$ cat src/rtl/mem_store_buf.sv
// Store write buffer in front of a single-port data memory. Loads win the port, buffered stores drain in idle cycles.
// Load data is combinational. Forwarding is youngest-first. o_st_ready drops when full; o_ld_ready drops only on a forced drain.
module mem_store_buf #(
  parameter int p_WORD_LEN     = 16,
  parameter int p_ADDR_LEN     = 10,
  parameter int p_DEPTH        = 4,
  parameter int p_STARVE_LIMIT = 8
) (
  input  logic                         i_clk,
  input  logic                         i_rst,
  input  logic                         i_st_valid,
  input  logic [p_ADDR_LEN-1:0]        i_st_addr,
  input  logic [p_WORD_LEN-1:0]        i_st_data,
  output logic                         o_st_ready,
  input  logic                         i_ld_valid,
  input  logic [p_ADDR_LEN-1:0]        i_ld_addr,
  output logic                         o_ld_ready,
  output logic [p_WORD_LEN-1:0]        o_ld_data,
  output logic [p_ADDR_LEN-1:0]        o_mem_addr,
  output logic                         o_mem_wr_en,
  output logic [p_WORD_LEN-1:0]        o_mem_wr_data,
  input  logic [p_WORD_LEN-1:0]        i_mem_rd_data,
  output logic [$clog2(p_DEPTH):0]     o_count,
  output logic                         o_empty,
  output logic                         o_full
);

  localparam int P_PTR = $clog2(p_DEPTH);
  localparam int P_CNT = P_PTR + 1;
  localparam int P_SC  = $clog2(p_STARVE_LIMIT + 1);

  logic [p_ADDR_LEN-1:0] addr_q [p_DEPTH];
  logic [p_WORD_LEN-1:0] data_q [p_DEPTH];
  logic [P_PTR-1:0]      head_q;
  logic [P_PTR-1:0]      tail_q;
  logic [P_CNT-1:0]      count_q;
  logic [P_SC-1:0]       starve_q;

  logic                  empty;
  logic                  full;
  logic                  force_drain;
  logic                  drain;
  logic                  push;
  logic [P_PTR-1:0]      idx;
  logic [p_WORD_LEN-1:0] fwd_data;

  assign empty       = (count_q == '0);
  assign full        = (count_q == P_CNT'(p_DEPTH));
  assign force_drain = (starve_q == P_SC'(p_STARVE_LIMIT)) && !empty;
  assign drain       = !empty && (!i_ld_valid || force_drain);
  assign push        = i_st_valid && !full;

  assign o_st_ready    = !full;
  assign o_ld_ready    = !(i_ld_valid && force_drain);
  assign o_mem_wr_en   = drain;
  assign o_mem_wr_data = data_q[head_q];
  assign o_mem_addr    = drain ? addr_q[head_q] : i_ld_addr;
  assign o_ld_data     = fwd_data;
  assign o_count       = count_q;
  assign o_empty       = empty;
  assign o_full        = full;

  // Walk oldest to youngest so the last match is the most recent store.
  always_comb begin
    fwd_data = i_mem_rd_data;
    idx      = head_q;
    for (int i = 0; i < p_DEPTH; i++) begin
      idx = head_q + P_PTR'(i);
      if ((P_CNT'(i) < count_q) && (addr_q[idx] == i_ld_addr)) begin
        fwd_data = data_q[idx];
      end
    end
  end

  always_ff @(posedge i_clk or posedge i_rst) begin
    if (i_rst) begin
      head_q   <= '0;
      tail_q   <= '0;
      count_q  <= '0;
      starve_q <= '0;
    end else begin
      if (push) tail_q <= tail_q + 1'b1;
      if (drain) head_q <= head_q + 1'b1;
      case ({push, drain})
        2'b10:   count_q <= count_q + 1'b1;
        2'b01:   count_q <= count_q - 1'b1;
        default: count_q <= count_q;
      endcase
      // A non-empty buffer that did not drain must have lost the port to a load.
      if (drain || empty) begin
        starve_q <= '0;
      end else if (i_ld_valid && (starve_q != P_SC'(p_STARVE_LIMIT))) begin
        starve_q <= starve_q + 1'b1;
      end
    end
  end

  // Payload needs no reset: entries are only visible below count_q.
  always_ff @(posedge i_clk) begin
    if (push) begin
      addr_q[tail_q] <= i_st_addr;
      data_q[tail_q] <= i_st_data;
    end
  end

endmodule

$ cat config.mk
export PLATFORM = sky130hd
export DESIGN_NAME = mem_store_buf
export DESIGN_NICKNAME = d
export VERILOG_FILES = /design/src/rtl/mem_store_buf.sv
export SDC_FILE = /design/constraint.sdc
export NUM_CORES = 1
export LEC_CHECK = 0
export CAP_MARGIN = 20
export CORE_ASPECT_RATIO = 1.75
export CORE_MARGIN = 5
export CORE_UTILIZATION = 55
export CTS_CLUSTER_SIZE = 14
export DETAILED_ROUTE_END_ITERATION = 8
export GPL_ROUTABILITY_DRIVEN = 0
export HOLD_SLACK_MARGIN = 0.15
export PLACE_DENSITY = 0.9
export RECOVER_POWER = 25
export SYNTH_ARGS = -nofsm -noshare
export SYNTH_HDL_FRONTEND = slang
export SYNTH_SLANG_ARGS = --single-unit
export TNS_END_PERCENT = 10
$ cat constraint.sdc
create_clock -name i_clk -period 7.7 [get_ports i_clk]
set_input_delay 1.54 -clock i_clk [delete_from_list [all_inputs] [get_ports i_clk]]
set_output_delay 1.54 -clock i_clk [all_outputs]
set_load 0.02 [all_outputs]
* After elaboration in Yosys (flattened, before gate mapping)
Memories as Yosys holds them, arrays and structs flattened.
Index checks and enable logic that the tools add are counted.
** Cells by class
- Eq/ne operators :: 9
- Muxes and demuxes :: 10
- Reductions and logical operators :: 18
- $lt $le $gt $ge :: 4
- Add/sub/neg operators :: 7
** Operators by type and width (count)
- $mux 16 :: 4
- $eq 10x10->1 :: 4
- $mux 10 :: 1
- $logic_and 1x1->1 :: 9
- $mux 4 :: 2
- $lt 1x3->1 const A :: 2
- $lt 2x3->1 const A :: 2
- $pmux 3 s2 :: 1
- $add 2x1->2 const B :: 2
- $add 2x2->2 const B :: 2
- $add 4x1->4 const B :: 1
- $eq 4x4->1 const B :: 1
- $logic_not 1->1 :: 4
- $ne 4x4->1 const B :: 1
- $reduce_bool 2->1 :: 2
- $add 3x1->3 const B :: 1
- $eq 3x3->1 const B :: 1
- $logic_not 3->1 :: 1
- $sub 3x1->3 const B :: 1
- $eq 2x1->1 const B :: 1
- $eq 2x2->1 const B :: 1
- $logic_or 1x1->1 :: 2
- $mux 1 :: 2
** Word-level totals
- Memories kept :: 2
- Logic and storage cells :: 54
- Input bits :: 56
- Bits in writable memories :: 104
- Flip-flop bits (word level) :: 11
- Output and inout port bits :: 50
** Memories
- data_q :: depth 4, width 16, rd ports 4, clocked after Yosys merged registers in 0, wr ports 1, line 33 : logic [p_WORD_LEN-1:0] data_q [p_DEPTH];
- addr_q :: depth 4, width 10, rd ports 4, clocked after Yosys merged registers in 0, wr ports 1, line 32 : logic [p_ADDR_LEN-1:0] addr_q [p_DEPTH];

* Logic depth before layout (Yosys ltp)
- Word-level depth :: 7
- Depth in mapped cells :: 13
- Depth with buffers taken out :: 10

* Worst setup path before layout
OpenSTA, ideal clock, no wires.
- Kind :: input to output
- Start point :: input port i_ld_addr[5]
- End point :: output port o_ld_data[14]
- Cell stages on the path :: 6
- Setup slack :: 2.412 ns
- Arrival :: 3.748 ns
- Buffers on the path :: 1
- Data required time :: 6.160 ns
- Cell sequence :: buf_1 > o22ai_1 > a211oi_1 > o21ai_1 > a2111o_1 > o311ai_0
** On the way
- Word-level cells in the longest chain between the ends :: 6
- Elaborated cells between the ends (all ways) :: 12
- Those cells by class :: eq/ne: 4; mux: 4; reduce/logical: 4
** RTL lines
- start: declaration :: line 16 : input logic [p_ADDR_LEN-1:0] i_ld_addr,
- $eq 10x10->1 :: line 69 : if ((P_CNT'(i) < count_q) && (addr_q[idx] == i_ld_addr)) begin
- $logic_and 1x1->1 :: line 69
- $mux 16 (3 in series) :: line 69
- $mux 16 (*) :: line 69
- end: declaration :: line 18 : output logic [p_WORD_LEN-1:0] o_ld_data,
Mark *: on every way between the ends. The rest lies on a longest branch, timed or not.

* Worst setup path after layout
- Start point :: input port i_ld_addr[9]
- End point :: output port o_ld_data[12]
The elaborated chain is that of the path after synthesis.

==> reports/qor.txt <==
Status - completed
Via count - 6,009
Final cycle utilization of the critical path - 87.90%
Max-Cap Viols - 0
DRT Pass-1 Iters - 6
Crit path to - o_ld_data[12]
Setup CP Type - in2out
Ports - 106
CP endpoint kind - primary output
CP required - 6.16 ns
Max_slew headroom - 31.29%
Max VDD drop - 0.0003085 V
Worst path slowest cell - a2111oi_0
CTS buffer count - 17
Met3 routed WL - 1460 um
WL met1 - 7105 um
Horiz. Die Dim - 99.01 um
Post-synthesis register bit count - 115
Logic pwr share - 46.8%
Synth Flop Type - edfxtp_1
Power Density - 383.7 nW/um^2
Worst setup path start - i_ld_addr[9]
Critical Path AT - 5.23 ns
Area of the multi-input gates - 3865 sq um
Clock Pin Slew Worst Setup and Hold Paths - 0.05 ns
Unique masters post-synth - 50
DR WL met2 - 11,360 um
Cell Area, Synth - 7626 sq um
Slew Viols, Final - 0
Placement Setup Slack - 0.9966 ns
Grt total ovfl - 0
Max Fclk - 147.7 MHz
Initial antenna violation count - 3
Placed insts - 899
Unrepaired setup endpoints after global routing - false
Worst Clk Skew - 0.004598 ns
Die Ht - 165.8 um
Layout cells sized above 1 - 15.21%
Setup bufs post-CTS - 0
Worst skew pair latency - 0.42 ns
Post-CTS Hold Fix Bufs - 0
Number of DRC markers in iteration 0 - 651
TritonCTS clock tree - yes
Yosys warnings - 0
WL final - 21,010 um
Largest net degree at the start of global routing - 67
Hold Vio Cnt, Final - 0
CP peak stage delay - 0.90 ns
Clock Power Share - 23.8%
Setup TNS - 0 ns
Max Root-Sink Buffers - 2
CP Launch Type - input port
Clk sinks - 115
R2R setup slack - 5.22 ns
R2r endpoint - o_count[2]$_DFFE_PP0P_
Vias in the first global route - 6,501
Most common cell after layout, fill and taps aside - edfxtp_1
Initial core utilization - 55.40%
Final Setup Violations - 0
Post-cts resize count - 0
DP Wirelength - 14,050 um
Sw Share - 39.45%
Row count - 57
Synth Instances - 662
Net count after synthesis - 728
Fillers - 905
Post-synth EDFFs - 104
Max Used Layer - met4
Min Tclk post-route - 6.768 ns
Net Sw Power - 1.413 mW
DR vias/cell - 6.420
Worst reg2reg path depth - 9
Register area - 3406 sq um
Leakage power - 3.433 nW
Syn Area/Cell - 11.52 sq um
First-pass GRT wire length - 32,810 um
Die area - 16,410 sq um
Worst Max-Slew Pin Slew - 1.031 ns
H-tree depth - 4
Cell area after placement - 8667 sq um
# nets final - 809
Ys async rst share - 9.565%
Crit-path most repeated cell - clkdlybuf4s50_1
Core area - 13,760 sq um
Cell internal pwr - 2.170 mW
WL per Instance - 22.45 um
Most frequent cells in the layout - edfxtp_1, clkdlybuf4s50_1, mux2i_1, nor2_1, nand2_1
Post-route ant nets - 0
Area growth from synthesis to layout - 22.43%
Buffers added on ports - 105
HP Class - reg2reg
R2R Path Start - o_count[0]$_DFFE_PP0P_
CTS root buffer - clkbuf_16
Gr usage total - 25.44%
Share of the yosys chip area belonging to registers - 44.56%
Reg power frac - 29.4%
Design area - 9336 sq um
Crit path max fanout - 15
Final cell count without fillers - 936
DRC viols - 0
Crit-path cells - clkdlybuf4s50_1 > xnor2_1 > nor4_2 > nand4_1 > a2111oi_0 > mux2i_1 > o211ai_1 > clkdlybuf4s50_1
Slack of the critical path - 0.9317 ns
[sequential cells by signal, indices dropped and copies added (netlist names)]
register,cells
data_q,64
starve_q,4
o_count,3
tail_q,2
head_q,2
addr_q,40
[stage by stage]
step	power (mW)	hold WS (ns)	util, %
finish	3.583	0.5140	67.83
global route	3.749	0.5319	67.83
CTS	3.559	0.5100	67.61
detailed placement	2.696	0.5043	62.97
global placement	2.620	0.4642	62.97
floorplan	2.195	0.4531	-
[final cells by class]
cell class / instances / area share (%)
multi-input combinational: 478 / 41.40
sequential: 115 / 36.48
timing repair buffer: 116 / 12.22
clock buffer: 17 / 4.556
tap: 177 / 2.372
clock inverter: 15 / 2.292
inverter: 15 / 0.6031
antenna: 3 / 0.08041
[critical path, delay by kind of cell]
family | cells | cell delay, ns
and+or+nand+nor | 2 | 1.03
buffers and inverters | 2 | 1.29
AOI/OAI and AO/OA | 2 | 1.04
muxes | 1 | 0.17
xor gates and xnor gates | 1 | 0.15
[routing by layer]
| metal | global-route usage (%) | vias up |
|---|---|---|
| li1 | - | 2665 |
| met1 | 26.25 | 2906 |
| met2 | 45.32 | 343 |
| met3 | 4.960 | 95 |
| met4 | 17.24 | 0 |
| met5 | 0 | - |
[cells by family after synthesis]
logic type | after synthesis | share of synthesized area (%)
AO/OA/AOI/OAI | 104 | 9.680
adder cells (fa/ha/maj) | 10 | 1.641
XOR/XNOR | 53 | 6.087
flip-flops | 115 | 44.56
buffers and inverters | 69 | 4.873
AND/OR/NAND/NOR | 154 | 8.893
multiplexers | 157 | 24.27
[cell usage after synthesis, types with 2 or more instances]
cell / instances / area [sq um]
mux2i_2: 2 / 27.53
nand4_1: 3 / 18.77
xnor2_1: 41 / 359.1
xor2_1: 12 / 105.1
mux2i_1: 82 / 820.8
a31oi_1: 2 / 12.51
inv_1: 15 / 56.30
nand2_1: 57 / 214.0
buf_6: 9 / 101.4
ha_1: 10 / 125.1
buf_2: 12 / 60.06
mux2_2: 52 / 585.6
and3_1: 5 / 31.28
o211ai_1: 15 / 112.6
nor2_1: 61 / 229.0
nor4_1: 2 / 12.51
nor4_2: 3 / 37.54
edfxtp_1: 104 / 3123
nor3_1: 5 / 25.02
dfrtp_1: 11 / 275.3
and2_1: 3 / 18.77
or3_1: 3 / 18.77
a2111oi_0: 15 / 131.4
o2111ai_1: 16 / 140.1
nand3_1: 7 / 35.03
o21ai_0: 37 / 185.2
o311ai_0: 2 / 17.52
a21oi_1: 6 / 30.03
mux2_1: 5 / 56.30
buf_4: 5 / 37.54
mux4_2: 16 / 360.4
buf_1: 6 / 22.52
clkbuf_1: 21 / 78.83
[worst min-delay path by stage]
stage	from	endpoint	slack [ns]	depth (start not counted)
2_1_floorplan	starve_q[0]$_DFFE_PP0P_	starve_q[0]$_DFFE_PP0P_	0.45	1
3_3_place_gp	starve_q[0]$_DFFE_PP0P_	starve_q[0]$_DFFE_PP0P_	0.46	1
3_5_place_dp	starve_q[0]$_DFFE_PP0P_	starve_q[0]$_DFFE_PP0P_	0.50	1
4_1_cts	starve_q[0]$_DFFE_PP0P_	starve_q[0]$_DFFE_PP0P_	0.51	1
5_1_grt	starve_q[0]$_DFFE_PP0P_	starve_q[0]$_DFFE_PP0P_	0.53	1
6_report	starve_q[0]$_DFFE_PP0P_	starve_q[0]$_DFFE_PP0P_	0.51	1
[power groups by stage]
| stage | registers [mW] | clock network [mW] | logic [mW] |
|---|---|---|---|
| 4_1_cts | 1.05 | 0.853 | 1.66 |
| 5_1_grt | 1.07 | 0.880 | 1.79 |
| 2_1_floorplan | 0.907 | 0 | 1.29 |
| 3_3_place_gp | 1.04 | 0 | 1.58 |
| 6_report | 1.05 | 0.852 | 1.68 |
| 3_5_place_dp | 1.06 | 0 | 1.64 |
Power figures use the tool's default switching activity.
